**src/rtl/shifter_feed_pkg.sv**
```systemverilog
// Shared definitions for the shifter word feeder: resolution codes,
// fetch FSM states and the bitplane group size per resolution.
package shifter_feed_pkg;

  localparam logic [1:0] REZ_LOW  = 2'd0;
  localparam logic [1:0] REZ_MID  = 2'd1;
  localparam logic [1:0] REZ_HIGH = 2'd2;

  // plane counter width; holds 0..3 and the transient value 4
  localparam int PLANE_W = 3;

  typedef enum logic [1:0] {
    IDLE  = 2'd0,
    REQ   = 2'd1,
    LOADH = 2'd2
  } state_t;

  // Number of bitplane words that make up one shifter group.
  function automatic logic [PLANE_W-1:0] group_size(input logic [1:0] rez);
    logic [PLANE_W-1:0] g;
    case (rez)
      REZ_LOW: g = 3'd4;
      REZ_MID: g = 3'd2;
      default: g = 3'd1;
    endcase
    return g;
  endfunction

endpackage

```
**src/rtl/shifter_feed_addr.sv**
```systemverilog
// Video address counter: per-word increment, end-of-line offset add and
// frame base reload. Reload and line-end updates only happen while the
// fetch FSM is idle, and reload takes priority over the line offset.
module shifter_feed_addr
  import shifter_feed_pkg::*;
#(
  parameter int ADDR_W = 23,
  parameter int OFS_W  = 8
) (
  input  logic              clk32,
  input  logic              nReset,
  input  logic              idle,
  input  logic              word_done,
  input  logic              line_idle,
  input  logic              vsync,
  input  logic [ADDR_W-1:0] base_addr,
  input  logic [OFS_W-1:0]  line_offset,
  output logic [ADDR_W-1:0] vaddr,
  output logic              reload_now
);

  logic vsync_d;
  logic reload_pend;
  logic line_pend;
  logic line_end;
  logic vsync_rise;

  assign vsync_rise = vsync & ~vsync_d;
  assign reload_now = idle & reload_pend;
  // the offset is skipped entirely when a reload is due in the same cycle
  assign line_end   = idle & ~reload_pend & line_idle & line_pend;

  // delayed vsync for rising-edge detection
  always_ff @(posedge clk32 or negedge nReset) begin
    if (!nReset) vsync_d <= 1'b0;
    else         vsync_d <= vsync;
  end

  // frame reload request, held until the FSM is idle
  always_ff @(posedge clk32 or negedge nReset) begin
    if (!nReset) begin
      reload_pend <= 1'b0;
    end else if (vsync_rise) begin
      reload_pend <= 1'b1;
    end else if (reload_now) begin
      reload_pend <= 1'b0;
    end
  end

  // a line is pending once any word has been fetched since the last line end
  always_ff @(posedge clk32 or negedge nReset) begin
    if (!nReset) begin
      line_pend <= 1'b0;
    end else if (reload_now || line_end) begin
      line_pend <= 1'b0;
    end else if (word_done) begin
      line_pend <= 1'b1;
    end
  end

  // video address: base reload, line offset, or per-word increment (wraps)
  always_ff @(posedge clk32 or negedge nReset) begin
    if (!nReset) begin
      vaddr <= '0;
    end else if (reload_now) begin
      vaddr <= base_addr;
    end else if (line_end) begin
      vaddr <= vaddr + ADDR_W'(line_offset);
    end else if (word_done) begin
      vaddr <= vaddr + ADDR_W'(1);
    end
  end

endmodule

```
**src/rtl/shifter_feed.sv**
```systemverilog
// Shifter word feeder: on each video bus slot, fetches one bitplane word
// from RAM at the video address and presents it to the shifter with a
// LOAD pulse. Completes partial bitplane groups, adds the hard-scroll
// extra group and flags slots that arrive while a fetch is in flight.
module shifter_feed
  import shifter_feed_pkg::*;
#(
  parameter int ADDR_W     = 23,
  parameter int LOAD_WIDTH = 4,
  parameter int OFS_W      = 8
) (
  input  logic              clk32,
  input  logic              nReset,
  input  logic              slot_en,
  input  logic              fetch_en,
  input  logic              vsync,
  input  logic [1:0]        rez,
  input  logic              scroll,
  input  logic [ADDR_W-1:0] base_addr,
  input  logic [OFS_W-1:0]  line_offset,
  output logic              ram_req,
  output logic [ADDR_W-1:0] ram_addr,
  input  logic              ram_ack,
  input  logic [15:0]       ram_data,
  output logic              LOAD,
  output logic [15:0]       DOUT,
  output logic [ADDR_W-1:0] vaddr,
  output logic              underrun
);

  localparam int LCNT_W = (LOAD_WIDTH > 1) ? $clog2(LOAD_WIDTH) : 1;

  state_t state;
  state_t state_nx;

  logic               fetch_en_d;
  logic               extra_pend;
  logic               extra_grp;
  logic [PLANE_W-1:0] plane_cnt;
  logic [PLANE_W-1:0] grp;
  logic [PLANE_W-1:0] plane_base;
  logic [PLANE_W-1:0] plane_inc;
  logic [PLANE_W-1:0] plane_nx;
  logic [LCNT_W-1:0]  load_cnt;

  logic group_open;
  logic ack;
  logic wrap;
  logic start_extra;
  logic load_last;
  logic fetch_fall;
  logic line_idle;
  logic reload_now;
  logic idle;

  // A plane count at or above the current group size (after a rez change)
  // counts as a finished group, so the next word starts a fresh one.
  assign grp         = group_size(rez);
  assign group_open  = (plane_cnt != '0) && (plane_cnt < grp);
  assign plane_base  = group_open ? plane_cnt : '0;
  assign plane_inc   = plane_base + PLANE_W'(1);
  assign plane_nx    = (plane_inc >= grp) ? '0 : plane_inc;
  assign wrap        = (plane_nx == '0);

  assign ack         = (state == REQ) & ram_ack;
  assign idle        = (state == IDLE);
  assign fetch_fall  = fetch_en_d & ~fetch_en;
  // first word of the scroll extra group: nothing open and the window closed
  assign start_extra = extra_pend & ~fetch_en & (plane_base == '0);
  assign load_last   = (load_cnt == LCNT_W'(LOAD_WIDTH - 1));
  assign line_idle   = ~fetch_en_d & ~group_open & ~extra_pend;
  assign ram_addr    = vaddr;

  shifter_feed_addr #(
    .ADDR_W (ADDR_W),
    .OFS_W  (OFS_W)
  ) u_addr (
    .clk32       (clk32),
    .nReset      (nReset),
    .idle        (idle),
    .word_done   (ack),
    .line_idle   (line_idle),
    .vsync       (vsync),
    .base_addr   (base_addr),
    .line_offset (line_offset),
    .vaddr       (vaddr),
    .reload_now  (reload_now)
  );

  // fetch FSM state register
  always_ff @(posedge clk32 or negedge nReset) begin
    if (!nReset) state <= IDLE;
    else         state <= state_nx;
  end

  // fetch FSM next state; ram_req and LOAD decode straight from the state
  // so both drop the moment reset is asserted
  always_comb begin
    state_nx = state;
    ram_req  = 1'b0;
    LOAD     = 1'b0;
    case (state)
      IDLE: begin
        if (slot_en && (fetch_en || group_open || extra_pend)) state_nx = REQ;
      end
      REQ: begin
        ram_req = 1'b1;
        if (ram_ack) state_nx = LOADH;
      end
      LOADH: begin
        LOAD = 1'b1;
        if (load_last) state_nx = IDLE;
      end
      default: state_nx = IDLE;
    endcase
  end

  // LOAD pulse length counter, running only while LOAD is high
  always_ff @(posedge clk32 or negedge nReset) begin
    if (!nReset)              load_cnt <= '0;
    else if (state == LOADH)  load_cnt <= load_last ? '0 : load_cnt + LCNT_W'(1);
    else                      load_cnt <= '0;
  end

  // fetched word, held stable until the next acknowledge
  always_ff @(posedge clk32 or negedge nReset) begin
    if (!nReset)  DOUT <= '0;
    else if (ack) DOUT <= ram_data;
  end

  // delayed load window for edge and end-of-line detection
  always_ff @(posedge clk32 or negedge nReset) begin
    if (!nReset) fetch_en_d <= 1'b0;
    else         fetch_en_d <= fetch_en;
  end

  // plane position within the group and scroll extra-group tracking
  always_ff @(posedge clk32 or negedge nReset) begin
    if (!nReset) begin
      plane_cnt  <= '0;
      extra_pend <= 1'b0;
      extra_grp  <= 1'b0;
    end else if (reload_now) begin
      plane_cnt  <= '0;
      extra_pend <= 1'b0;
      extra_grp  <= 1'b0;
    end else begin
      if (ack) begin
        plane_cnt <= plane_nx;
        if (wrap && (extra_grp || start_extra)) begin
          extra_pend <= 1'b0;
          extra_grp  <= 1'b0;
        end else if (start_extra) begin
          extra_grp  <= 1'b1;
        end
      end
      if (fetch_fall && scroll) extra_pend <= 1'b1;
    end
  end

  // sticky flag: a slot was lost because a fetch was still in flight
  always_ff @(posedge clk32 or negedge nReset) begin
    if (!nReset)                     underrun <= 1'b0;
    else if (slot_en && !idle)       underrun <= 1'b1;
  end

endmodule

```
**config.mk**
```make
export PLATFORM = sky130hd
export DESIGN_NAME = shifter_feed
export DESIGN_NICKNAME = d
export VERILOG_FILES = /design/src/rtl/shifter_feed_pkg.sv /design/src/rtl/shifter_feed_addr.sv /design/src/rtl/shifter_feed.sv
export SDC_FILE = /design/constraint.sdc
export NUM_CORES = 1
export LEC_CHECK = 0
export BUFFER_PORTS_ARGS = -buffer_cell sky130_fd_sc_hd__buf_2
export CORE_ASPECT_RATIO = 1.5
export CORE_MARGIN = 2
export CORE_UTILIZATION = 54
export DETAILED_ROUTE_END_ITERATION = 6
export PLACE_DENSITY = 0.86
export SYNTH_ARGS = -nofsm -noshare
export SYNTH_HDL_FRONTEND = slang
export SYNTH_SLANG_ARGS = --single-unit
export TNS_END_PERCENT = 20
```
**constraint.sdc**
```tcl
create_clock -name clk32 -period 10.2 [get_ports clk32]
set_clock_uncertainty 0.15 [all_clocks]
set_input_delay 3.06 -clock clk32 [delete_from_list [all_inputs] [get_ports clk32]]
set_output_delay 3.06 -clock clk32 [all_outputs]
set_load 0.02 [all_outputs]
```
==> impl_results.rst <==
.. list-table::
   :header-rows: 1

   * - Metric
     - Value
   * - Cell taking the most area after synthesis
     - sky130_fd_sc_hd__dfrtp_1
   * - Mean Syn Cell Area
     - between 8 and 9 µm²
   * - Antenna violations before repair
     - 0
   * - Number of different library cells in the post-synthesis netlist
     - 47
   * - Final setup TNS
     - 0 ns
   * - Kind of start point of the critical path
     - input pin
   * - Post-detailed-placement cell area
     - between 3000 and 4000 µm²
   * - Via count of the first global-routing pass
     - 2855
   * - Slew of the pin with the lowest slew margin
     - about 0.96 ns
   * - XOR/XNOR share of the synthesized area
     - 3.746%
   * - Count of endpoints failing hold in the final timing report
     - 0
   * - Vias/cell
     - between 5 and 6
   * - Synth warnings
     - 0
   * - Static power due to leakage
     - roughly 2.0 nW
   * - Number of filler cells placed in the layout
     - 499
   * - Multi-input gate area in the final layout
     - between 1500 and 2000 µm²
   * - Level count of the clock H-tree
     - 2
   * - Number of setup violations in the final report
     - 0
   * - Total clock sinks
     - 53
   * - Total length of routed wires
     - ~7600 µm
   * - Post-detailed-route wirelength per cell
     - 14.05 µm
   * - Combinational family with the most area after synthesis
     - compound AO/OA/AOI/OAI gates
   * - Max Fclk
     - roughly 0.15 GHz
   * - Post-CTS Hold Fix Bufs
     - 0
   * - CORE AREA
     - between 5000 and 6000 µm²
   * - Count of pins on the block boundary
     - 121
   * - Commonest non-fill, non-tap cell in the layout
     - sky130_fd_sc_hd__buf_2
   * - Sequential cell area
     - between 1000 and 1500 µm²
   * - Minimum clock period
     - between 6 and 7 ns
   * - Remaining max-slew budget at the tightest pin
     - a little over a third
   * - Crit. End Element
     - register
   * - DRT Pass-1 Iters
     - 4
   * - Clk Tree Root Cell
     - sky130_fd_sc_hd__clkbuf_8
   * - Max Cap Viol
     - 0
   * - Grt ovf
     - 0
   * - Floorplan die height
     - slightly below 100 µm
   * - Count of flip-flops with a built-in enable after synthesis
     - 0
   * - Post-route fraction of the period consumed by the critical path
     - 64.93%
   * - TritonCTS clock tree
     - built
   * - Synth Area in Adders
     - just under 7%
   * - Path type of the worst setup path
     - input pin to register
   * - Final non-filler cell area
     - 3847 µm²
   * - Power density over the cells
     - roughly 310 nW/µm²
   * - Largest fanout on the critical path
     - 10
   * - R2R Setup Slk
     - 6.28 ns
   * - Number of storage elements in the synthesis netlist
     - between 50 and 60
   * - Arr. time, crit path
     - approximately 6.7 ns
   * - Outcome
     - completed
   * - Half-perimeter wire length after placement
     - between 5000 and 6000 µm
   * - Maximum VDD drop
     - 0.1874 mV
   * - Number of setup buffers added after CTS
     - 0
   * - Count of buffers from port buffering
     - 120
   * - Via count
     - 2926
   * - Area of the mapped netlist
     - roughly 3300 µm²
   * - Type of the most critical hold path
     - register to register
   * - CTS clock-pin slew for the worst setup and hold paths
     - around 0.10 ns
   * - Nets in the synthesized netlist
     - 447
   * - Async SR Flop Fraction
     - 100.0%
   * - TritonCTS Buffers
     - 5
   * - Nets
     - 540
   * - Cell types with the largest area share after synthesis
     - sky130_fd_sc_hd__dfrtp_1 41%, sky130_fd_sc_hd__nand2_1 8.6%, sky130_fd_sc_hd__ha_1 6.1%
   * - Total DRC errors in the routed layout
     - 0
   * - Seq/Total Area, Yosys
     - 40.52%
   * - Proportion of netlist area held by the largest area contributor
     - around two fifths
   * - Proportion of synthesized area in mux cells
     - less than 1%
   * - Number of max-slew violations in the final report
     - 0
   * - Number of core rows
     - 34
   * - Area enclosed by the die boundary
     - 6713 µm²
   * - Quantity of gates resized following cts
     - 0
   * - Largest net degree at the start of global routing
     - 54
   * - Global-route wire length before repair
     - between 10000 and 15000 µm
   * - Last weighted congestion value of the routability-driven placer
     - just over 0.8
   * - Fraction of layout instances using a drive strength above 1
     - ~30%
   * - RSZ-0062 raised after global routing
     - no
   * - Buffer depth of the longest clock path
     - 2
   * - Antenna diodes
     - 0
   * - 1st-iter DRT viols
     - 156
   * - Gate count after technology mapping
     - roughly 370
   * - Area share of and/or/nand/nor cells after synthesis
     - approximately 20%
   * - Main synth FF type
     - sky130_fd_sc_hd__dfrtp_1
   * - Area growth from synthesis to final layout
     - 17.55%
   * - Remaining number of nets flagged by the antenna check after routing
     - 0
   * - Data required, critical path
     - 10.25 ns
   * - Initial core utilization
     - between 50% and 60%
   * - Clock latency at the later pin of the worst-skew pair
     - ~0.31 ns
   * - Synthesized-area fraction occupied by ao, oa, aoi and oai cells
     - 20.03%
   * - Total track usage
     - 23.27%
   * - Most used cells in the layout excluding fill and tap cells
     - 120 x sky130_fd_sc_hd__buf_2, 75 x sky130_fd_sc_hd__nand2_1, 53 x sky130_fd_sc_hd__dfrtp_1
   * - Floorplan die width
     - 67.57 µm
-- logic make-up (layout without fill, tap and decap cells) --
logic type | count (synthesis) | count (layout)
AO/OA/AOI/OAI | 100 | 100
XOR/XNOR | 14 | 14
adder cells (fa/ha/maj) | 17 | 17
buffers and inverters | 51 | 145
flip-flops | 53 | 53
multiplexers | 1 | 1
AND/OR/NAND/NOR | 138 | 138
-- Yosys cell counts, types with 2 or more instances --
master,n
sky130_fd_sc_hd__nand2b_1,10
sky130_fd_sc_hd__buf_4,25
sky130_fd_sc_hd__nor3_2,2
sky130_fd_sc_hd__ha_1,16
sky130_fd_sc_hd__nor2_1,24
sky130_fd_sc_hd__o21ai_0,20
sky130_fd_sc_hd__and2_1,9
sky130_fd_sc_hd__o2bb2ai_1,2
sky130_fd_sc_hd__o211ai_1,5
sky130_fd_sc_hd__and3_1,3
sky130_fd_sc_hd__a22oi_1,3
sky130_fd_sc_hd__xor2_1,4
sky130_fd_sc_hd__buf_2,3
sky130_fd_sc_hd__dfrtp_1,53
sky130_fd_sc_hd__o22ai_1,5
sky130_fd_sc_hd__a21o_1,5
sky130_fd_sc_hd__inv_1,15
sky130_fd_sc_hd__nand3_1,3
sky130_fd_sc_hd__clkbuf_1,8
sky130_fd_sc_hd__a211oi_1,8
sky130_fd_sc_hd__nand2_1,75
sky130_fd_sc_hd__xnor2_1,10
sky130_fd_sc_hd__a32o_1,4
sky130_fd_sc_hd__a31oi_1,3
sky130_fd_sc_hd__a21oi_1,36
sky130_fd_sc_hd__or3_1,2
-- through the flow --
step	util [%]	cells	total power, mW	hold slack (ns)	worst slack [ns]
final	66.02	540	1.204	0.2671	3.577
after global routing	66.02	540	1.301	0.2851	3.331
after CTS	66.02	540	1.211	0.2706	3.603
after detailed placement	64.28	532	1.078	0.2580	3.305
after global placement	64.28	532	1.058	0.2536	3.388
after floorplan	-	374	0.9289	0.2496	3.828
-- state kept, by name, indices dropped and copies added (netlist names) --
name / cells
DOUT: 16
extra_grp: 1
u_addr.vsync_d: 1
extra_pend: 1
load_cnt: 2
underrun: 1
plane_cnt: 3
u_addr.reload_pend: 1
u_addr.vaddr: 23
fetch_en_d: 1
state: 2
u_addr.line_pend: 1
-- worst max-delay path, cell delays in order --
cell	delay, ns
sky130_fd_sc_hd__buf_2	0.11
sky130_fd_sc_hd__or2_2	0.30
sky130_fd_sc_hd__ha_1	0.36
sky130_fd_sc_hd__a21o_1	0.18
sky130_fd_sc_hd__a31oi_4	0.06
sky130_fd_sc_hd__a21oi_1	0.64
sky130_fd_sc_hd__nand2_1	0.21
sky130_fd_sc_hd__fa_1	0.46
sky130_fd_sc_hd__nand2b_1	0.18
sky130_fd_sc_hd__a21oi_1	0.21
sky130_fd_sc_hd__o211ai_1	0.31
sky130_fd_sc_hd__a2111oi_4	0.36
sky130_fd_sc_hd__xnor2_1	0.15
sky130_fd_sc_hd__a21oi_1	0.08
-- path summary, 6_finish.rpt --
kind / startpoint / to / cells past startpoint
max: rez[0] / u_addr.vaddr[22]$_DFFE_PN0P_ / 14
min: u_addr.vsync_d$_DFF_PN0_ / u_addr.reload_pend$_DFFE_PN0P_ / 1
max reg2reg: plane_cnt[2]$_DFFE_PN0P_ / u_addr.vaddr[22]$_DFFE_PN0P_ / 12
min reg2reg: u_addr.vsync_d$_DFF_PN0_ / u_addr.reload_pend$_DFFE_PN0P_ / 1
max in group asynchronous: nReset / u_addr.reload_pend$_DFFE_PN0P_ / 2
min in group asynchronous: nReset / u_addr.vaddr[7]$_DFFE_PN0P_ / 2
-- metal layers --
layer | vias to the layer above | track usage, % | share of wire (%)
li1 | 1439 | - | -
met1 | 1368 | 26.05 | 39
met3 | 14 | 4.977 | 6.0
met5 | - | 0 | 0
met4 | 0 | 8.477 | 1.7
met2 | 105 | 41.86 | 54
-- cell type report --
| class | instances | share of cell area (%) |
|---|---|---|
| Multi-Input combinational cell | 270 | 43.09 |
| Sequential cell | 53 | 34.47 |
| Timing Repair Buffer | 122 | 16.00 |
| Clock buffer | 7 | 2.504 |
| Tap cell | 72 | 2.341 |
| Inverter | 15 | 1.463 |
| Clock inverter | 1 | 0.1301 |
-- power breakdown --
part	total, mW	internal [mW]	switching, mW
sequential	0.385	0.299	0.0869
combinational	0.688	0.248	0.440
clock	0.131	0.0615	0.0695
total	1.20	0.608	0.596
Note: power is estimated with default switching activity, not from simulation.
